--- src/rtl/mp1_control_if.sv ---
// Control/datapath/memory bundle for the RV32I multicycle controller.
// master = controller side, slave = datapath and memory side.
interface mp1_control_if;
  logic [6:0] opcode;
  logic [2:0] funct3;
  logic [6:0] funct7;
  logic       br_en;
  logic       mem_resp;

  logic       load_pc;
  logic       load_ir;
  logic       load_regfile;
  logic       load_mar;
  logic       load_mdr;
  logic       load_data_out;
  logic       pcmux_sel;
  logic       alumux1_sel;
  logic [1:0] alumux2_sel;
  logic [1:0] regfilemux_sel;
  logic       marmux_sel;
  logic       cmpmux_sel;
  logic [2:0] aluop;
  logic [2:0] cmpop;
  logic       mem_read;
  logic       mem_write;
  logic [3:0] mem_byte_enable;
  logic       illegal;

  modport master (
    input  opcode, funct3, funct7, br_en, mem_resp,
    output load_pc, load_ir, load_regfile, load_mar, load_mdr, load_data_out,
           pcmux_sel, alumux1_sel, alumux2_sel, regfilemux_sel, marmux_sel,
           cmpmux_sel, aluop, cmpop, mem_read, mem_write, mem_byte_enable, illegal
  );

  modport slave (
    output opcode, funct3, funct7, br_en, mem_resp,
    input  load_pc, load_ir, load_regfile, load_mar, load_mdr, load_data_out,
           pcmux_sel, alumux1_sel, alumux2_sel, regfilemux_sel, marmux_sel,
           cmpmux_sel, aluop, cmpop, mem_read, mem_write, mem_byte_enable, illegal
  );
endinterface

--- src/rtl/mp1_control.sv ---
// Multicycle RV32I control FSM; Moore-style outputs, all forced low while rst is low.
// Define CTRL_ILLEGAL_TRAP_EN to halt on unsupported instructions (default: execute as NOP).
module mp1_control (
  input  logic          clk,
  input  logic          rst,
  mp1_control_if.master bus
);

  localparam logic [6:0] OP_LUI   = 7'b0110111;
  localparam logic [6:0] OP_AUIPC = 7'b0010111;
  localparam logic [6:0] OP_BR    = 7'b1100011;
  localparam logic [6:0] OP_LOAD  = 7'b0000011;
  localparam logic [6:0] OP_STORE = 7'b0100011;
  localparam logic [6:0] OP_IMM   = 7'b0010011;
  localparam logic [6:0] OP_REG   = 7'b0110011;

  typedef enum logic [3:0] {
    FETCH1, FETCH2, FETCH3, DECODE, LUI, AUIPC, BR, CALC_ADDR,
    IMM, REG, LD1, LD2, ST1, ST2, ILL
  } state_t;

  state_t r_state;
  state_t w_next;
  logic   w_unused;

  assign w_unused = ^{bus.funct7[6], bus.funct7[4:0]};
  assign bus.mem_byte_enable = 4'b1111;

  always_ff @(posedge clk or negedge rst) begin
    if (!rst) r_state <= FETCH1;
    else      r_state <= w_next;
  end

  always_comb begin
    w_next             = r_state;
    bus.load_pc        = 1'b0;
    bus.load_ir        = 1'b0;
    bus.load_regfile   = 1'b0;
    bus.load_mar       = 1'b0;
    bus.load_mdr       = 1'b0;
    bus.load_data_out  = 1'b0;
    bus.pcmux_sel      = 1'b0;
    bus.alumux1_sel    = 1'b0;
    bus.alumux2_sel    = 2'd0;
    bus.regfilemux_sel = 2'd0;
    bus.marmux_sel     = 1'b0;
    bus.cmpmux_sel     = 1'b0;
    bus.aluop          = 3'd0;
    bus.cmpop          = 3'd0;
    bus.mem_read       = 1'b0;
    bus.mem_write      = 1'b0;
    bus.illegal        = 1'b0;

    if (rst) begin
      case (r_state)
        FETCH1: begin
          bus.load_mar = 1'b1;
          w_next       = FETCH2;
        end
        FETCH2: begin
          bus.mem_read = 1'b1;
          bus.load_mdr = 1'b1;
          if (bus.mem_resp) w_next = FETCH3;
        end
        FETCH3: begin
          bus.load_ir = 1'b1;
          w_next      = DECODE;
        end
        DECODE: begin
          case (bus.opcode)
            OP_LUI:             w_next = LUI;
            OP_AUIPC:           w_next = AUIPC;
            OP_BR:              w_next = BR;
            OP_LOAD, OP_STORE:  w_next = CALC_ADDR;
            OP_IMM:             w_next = IMM;
            // REG only implements slt/sltu; the rest take the illegal path
            OP_REG:             w_next = (bus.funct3[2:1] == 2'b01) ? REG : ILL;
            default:            w_next = ILL;
          endcase
        end
        LUI: begin
          bus.load_regfile   = 1'b1;
          bus.regfilemux_sel = 2'd2;
          bus.load_pc        = 1'b1;
          w_next             = FETCH1;
        end
        AUIPC: begin
          bus.alumux1_sel  = 1'b1;
          bus.alumux2_sel  = 2'd1;
          bus.load_regfile = 1'b1;
          bus.load_pc      = 1'b1;
          w_next           = FETCH1;
        end
        BR: begin
          bus.cmpop       = bus.funct3;
          bus.alumux1_sel = 1'b1;
          bus.alumux2_sel = 2'd2;
          bus.load_pc     = 1'b1;
          bus.pcmux_sel   = bus.br_en;
          w_next          = FETCH1;
        end
        IMM: begin
          bus.load_regfile = 1'b1;
          bus.load_pc      = 1'b1;
          if (bus.funct3[2:1] == 2'b01) begin
            bus.cmpmux_sel     = 1'b1;
            bus.cmpop          = bus.funct3[0] ? 3'd6 : 3'd4;
            bus.regfilemux_sel = 2'd1;
          end else if (bus.funct3 == 3'b101) begin
            bus.aluop = bus.funct7[5] ? 3'd2 : 3'd5;
          end else begin
            bus.aluop = bus.funct3;
          end
          w_next = FETCH1;
        end
        REG: begin
          bus.load_regfile   = 1'b1;
          bus.load_pc        = 1'b1;
          bus.cmpop          = bus.funct3[0] ? 3'd6 : 3'd4;
          bus.regfilemux_sel = 2'd1;
          w_next             = FETCH1;
        end
        CALC_ADDR: begin
          bus.load_mar   = 1'b1;
          bus.marmux_sel = 1'b1;
          if (bus.opcode == OP_STORE) begin
            bus.alumux2_sel   = 2'd3;
            bus.load_data_out = 1'b1;
            w_next            = ST1;
          end else begin
            w_next = LD1;
          end
        end
        LD1: begin
          bus.mem_read = 1'b1;
          bus.load_mdr = 1'b1;
          if (bus.mem_resp) w_next = LD2;
        end
        LD2: begin
          bus.load_regfile   = 1'b1;
          bus.regfilemux_sel = 2'd3;
          bus.load_pc        = 1'b1;
          w_next             = FETCH1;
        end
        ST1: begin
          bus.mem_write = 1'b1;
          if (bus.mem_resp) w_next = ST2;
        end
        ST2: begin
          bus.load_pc = 1'b1;
          w_next      = FETCH1;
        end
        ILL: begin
`ifdef CTRL_ILLEGAL_TRAP_EN
          bus.illegal = 1'b1;
          w_next      = ILL;
`else
          bus.load_pc = 1'b1;
          w_next      = FETCH1;
`endif
        end
        default: w_next = FETCH1;
      endcase
    end
  end

endmodule

--- src/flat_wrapper.sv ---
// flat-port wrapper written by rule: the top's interface ports become plain ports
module mp1_control_flat 
  (clk, rst, bus_opcode, bus_funct3, bus_funct7, bus_br_en, bus_mem_resp, bus_load_pc, bus_load_ir, bus_load_regfile, bus_load_mar, bus_load_mdr, bus_load_data_out, bus_pcmux_sel, bus_alumux1_sel, bus_alumux2_sel, bus_regfilemux_sel, bus_marmux_sel, bus_cmpmux_sel, bus_aluop, bus_cmpop, bus_mem_read, bus_mem_write, bus_mem_byte_enable, bus_illegal);
  mp1_control_if bus_i ();
  input  logic clk;
  input  logic rst;
  input wire logic [$bits(bus_i.opcode)-1:0] bus_opcode;
  input wire logic [$bits(bus_i.funct3)-1:0] bus_funct3;
  input wire logic [$bits(bus_i.funct7)-1:0] bus_funct7;
  input wire logic [$bits(bus_i.br_en)-1:0] bus_br_en;
  input wire logic [$bits(bus_i.mem_resp)-1:0] bus_mem_resp;
  output wire logic [$bits(bus_i.load_pc)-1:0] bus_load_pc;
  output wire logic [$bits(bus_i.load_ir)-1:0] bus_load_ir;
  output wire logic [$bits(bus_i.load_regfile)-1:0] bus_load_regfile;
  output wire logic [$bits(bus_i.load_mar)-1:0] bus_load_mar;
  output wire logic [$bits(bus_i.load_mdr)-1:0] bus_load_mdr;
  output wire logic [$bits(bus_i.load_data_out)-1:0] bus_load_data_out;
  output wire logic [$bits(bus_i.pcmux_sel)-1:0] bus_pcmux_sel;
  output wire logic [$bits(bus_i.alumux1_sel)-1:0] bus_alumux1_sel;
  output wire logic [$bits(bus_i.alumux2_sel)-1:0] bus_alumux2_sel;
  output wire logic [$bits(bus_i.regfilemux_sel)-1:0] bus_regfilemux_sel;
  output wire logic [$bits(bus_i.marmux_sel)-1:0] bus_marmux_sel;
  output wire logic [$bits(bus_i.cmpmux_sel)-1:0] bus_cmpmux_sel;
  output wire logic [$bits(bus_i.aluop)-1:0] bus_aluop;
  output wire logic [$bits(bus_i.cmpop)-1:0] bus_cmpop;
  output wire logic [$bits(bus_i.mem_read)-1:0] bus_mem_read;
  output wire logic [$bits(bus_i.mem_write)-1:0] bus_mem_write;
  output wire logic [$bits(bus_i.mem_byte_enable)-1:0] bus_mem_byte_enable;
  output wire logic [$bits(bus_i.illegal)-1:0] bus_illegal;
  assign bus_i.opcode = bus_opcode;
  assign bus_i.funct3 = bus_funct3;
  assign bus_i.funct7 = bus_funct7;
  assign bus_i.br_en = bus_br_en;
  assign bus_i.mem_resp = bus_mem_resp;
  assign bus_load_pc = bus_i.load_pc;
  assign bus_load_ir = bus_i.load_ir;
  assign bus_load_regfile = bus_i.load_regfile;
  assign bus_load_mar = bus_i.load_mar;
  assign bus_load_mdr = bus_i.load_mdr;
  assign bus_load_data_out = bus_i.load_data_out;
  assign bus_pcmux_sel = bus_i.pcmux_sel;
  assign bus_alumux1_sel = bus_i.alumux1_sel;
  assign bus_alumux2_sel = bus_i.alumux2_sel;
  assign bus_regfilemux_sel = bus_i.regfilemux_sel;
  assign bus_marmux_sel = bus_i.marmux_sel;
  assign bus_cmpmux_sel = bus_i.cmpmux_sel;
  assign bus_aluop = bus_i.aluop;
  assign bus_cmpop = bus_i.cmpop;
  assign bus_mem_read = bus_i.mem_read;
  assign bus_mem_write = bus_i.mem_write;
  assign bus_mem_byte_enable = bus_i.mem_byte_enable;
  assign bus_illegal = bus_i.illegal;
  mp1_control u_core (.clk(clk), .rst(rst), .bus(bus_i));
endmodule
--- config.mk ---
export PLATFORM = sky130hd
export DESIGN_NAME = mp1_control_flat
export DESIGN_NICKNAME = d
export VERILOG_FILES = /design/src/rtl/mp1_control_if.sv /design/src/rtl/mp1_control.sv /design/src/flat_wrapper.sv
export SDC_FILE = /design/constraint.sdc
export NUM_CORES = 1
export LEC_CHECK = 0
export BUFFER_PORTS_ARGS = -buffer_cell sky130_fd_sc_hd__buf_2
export CORE_UTILIZATION = 40
export CTS_BUF_LIST = sky130_fd_sc_hd__clkbuf_2
export DETAILED_ROUTE_END_ITERATION = 12
export PLACE_DENSITY = 0.81
export SETUP_SLACK_MARGIN = 0.3
export SLEW_MARGIN = 15
export SYNTH_ARGS = -nofsm -noshare
export SYNTH_HDL_FRONTEND = slang
export SYNTH_SLANG_ARGS = --single-unit
--- constraint.sdc ---
create_clock -name clk -period 3.5 [get_ports clk]
set_input_delay 0.35 -clock clk [delete_from_list [all_inputs] [get_ports clk]]
set_output_delay 0.35 -clock clk [all_outputs]
set_load 0.01 [all_outputs]
==> impl_metrics.toml <==
[run_status]
status = "completed"

[finish]
final_layout_size_suffix_gt1_share_pct = 28.7
top_regs = "u_core.r_state: 4 flops"
fin_util_pct = 48.8
postLayoutCellArea_mm2 = 0.00110
syn2layout_area_growth_pct = 13.0
antennaDiodeCount = 0
nets = 190
fill_cells = 228
largest_register_ffs = 4
max_flop_register = "u_core.r_state"

[timing]
tightest_slew_ns = 0.890
fin_skew_ns = 0.00361
rsz0062_at_grt = "false"
worst_slew_margin_rel_pct = 40.7
fmax_ghz = 0.402
layout_min_cycle_time_ns = 2.49
hold_viol = 0
finalCritPeriodShare_pct = 71.1
slew_violations = 0
finalSetupViolCount = 0
fin_hold_ws_ns = 0.0488
finalSetupTns_ns = 0

[cts]
clk_path_buf_depth = 2
clk_latency_ns = 0.20
hold_buffers = 0
h-tree-depth = 1
cts_inserted_buffers = 3
cts_root_buffer = "clkbuf_2"
cts.sinks = 4
cts_resized = 0
cts_tree = "yes"
clk_pin_slew_ns = 0.04
postCtsSetupRepairBufs = 0

[drt]
dr.pass1.iters = 5
vias_per_cell = 6.07
ant_nets = 0
routed-via-count = 1183
wl_per_cell_um = 14.2
drc = 0
wl_um = 2770
drt_iter0_drc = 43

[global_routing]
grt_max_degree = 27
grt_pass1_wl_um = 4260
grt_usage_pct = 20.8
grt-ovfl-total = 0
grt_antenna_before_repair = 0
grt_pass1_vias = 1034

[power]
power_w = 0.000655
vdd_drop_max_v = 0.000297
cellLeakagePower_nw = 0.491
p_per_area_mw_per_mm2 = 596

[yosys]
synthesis.area_um2 = 973
yosysTopAreaCell = "dfrtp_1"
synth_edf_count = 0
ys_ff_latch = 4
synth_warnings = 0
synth_area_leaders = "dfrtp_1 10%, a21oi_1 7.2%, nand2_1 6.6%, buf_4 5.4%, nor2_1 4.6%"
ys_seq_area_share_pct = 10.3
synth_flop_cell = "dfrtp_1"
syn_area_per_cell_um2 = 6.81
async_flop_share_pct = 100
netlist_instances = 143
yosysUniqueCellTypes = 50
synth_top_area_share_pct = 10.3

[critical_path]
crit_required_ns = 3.15
critPathKind = "reg -> out"
cp_max_fo = 18
start_kind = "flip-flop"
worstPathArrival_ns = 2.14
cp-end-kind = "primary output"

[floorplan]
dieArea_mm2 = 0.00263
die_w_um = 51.3
rows = 17
ios = 48
start_util_pct = 43.2
die_h_um = 51.3
coreArea_mm2 = 0.00225

[place]
place.gp.congestion = 0.855
postPlaceCellArea_mm2 = 0.00108
numPortBuffers = 36
dp_hpwl_um = 2030

[flow_run]
cap_violations = 0

[min_path]
hold_path.class = "in -> async"
[final timing paths]
path	from	depth (start not counted)	end	slack, ns
max in group asynchronous	rst	1	u_core.r_state[2]	3.20
min in group clk	rst	3	u_core.r_state[2]	0.63
hold reg to reg	u_core.r_state[1]	2	u_core.r_state[1]	0.87
hold / removal	rst	1	u_core.r_state[1]	0.05
setup reg to reg	u_core.r_state[0]	4	u_core.r_state[3]	1.56
setup / recovery	u_core.r_state[1]	5	bus_mem_read	1.01
[stage by stage]
step                worst slack (ns)  std cells
finish                          1.01        195
global route                   0.853        195
CTS                             1.08        195
detailed placement              1.32        192
global placement                1.38        192
floorplan                       1.68        146
[cell usage in the layout, fill, tap and decap left out, drive strengths merged, types with 3 or more instances in the layout]
cell / netlist / final
a21oi: 14 / 14
and2: 3 / 3
nand2b: 4 / 4
inv: 4 / 4
clkbuf: 4 / 3
o21ai: 7 / 7
dfrtp: 4 / 4
nor2: 12 / 12
nor2b: 6 / 6
nor3: 6 / 6
and3: 3 / 3
conb: 2 / 5
buf: 14 / 36
nand3: 7 / 7
nand2: 17 / 17
o22ai: 3 / 3
[metal layers]
| metal | share of wire (%) | vias up | global-route usage (%) | wire [µm] |
|---|---|---|---|---|
| met2 | 48 | 76 | 37.7 | 1330 |
| met5 | 0 | - | 0 | 0 |
| met3 | 9.7 | 4 | 3.27 | 270 |
| met1 | 41 | 541 | 23.8 | 1140 |
| met4 | 0.97 | 0 | 8.56 | 27 |
| li1 | - | 562 | - | - |
[logic make-up (layout without fill, tap and decap cells)]
| logic type | Yosys count | count (layout) | synth area share (%) |
|---|---|---|---|
| AO/OA/AOI/OAI | 45 | 45 | 34.1 |
| XOR/XNOR | 1 | 1 | 0.900 |
| buffers and inverters | 23 | 44 | 13.8 |
| flip-flops | 4 | 4 | 10.3 |
| multiplexers | 1 | 1 | 2.31 |
| other | 2 | 5 | 0.771 |
| AND/OR/NAND/NOR | 67 | 67 | 37.9 |
[area by class of cell]
cell class | instances | area, µm² | share of cell area, %
clock buffers | 3 | 15.0 | 1.37
inverters | 5 | 18.8 | 1.71
multi-input cells | 119 | 751 | 68.3
flip-flops and latches | 4 | 100 | 9.10
well taps | 28 | 35.0 | 3.19
repair buffers | 36 | 180 | 16.4
[worst max-delay path: stages, from the launching register on]
cell      delay [ns]
dfrtp_1         0.68
clkinv_1        0.47
nor2_1          0.27
nand2_1         0.07
a21boi_0        0.26
buf_2           0.18
[cell usage after synthesis (4+ instances only)]
cell,instances
nand3_1,7
buf_4,7
clkbuf_1,4
inv_1,4
o21ai_0,7
nand2_1,17
dfrtp_1,4
nor2b_1,6
a21oi_1,14
buf_2,5
nor2_1,12
nor3_1,5
[where the power goes]
| group | switching, W | internal, W | total, W |
|---|---|---|---|
| registers | 0.000115 | 0.0000651 | 0.000180 |
| logic | 0.000252 | 0.000183 | 0.000435 |
| clock network | 0.0000176 | 0.0000230 | 0.0000406 |
(Power assumes the default switching activity.)
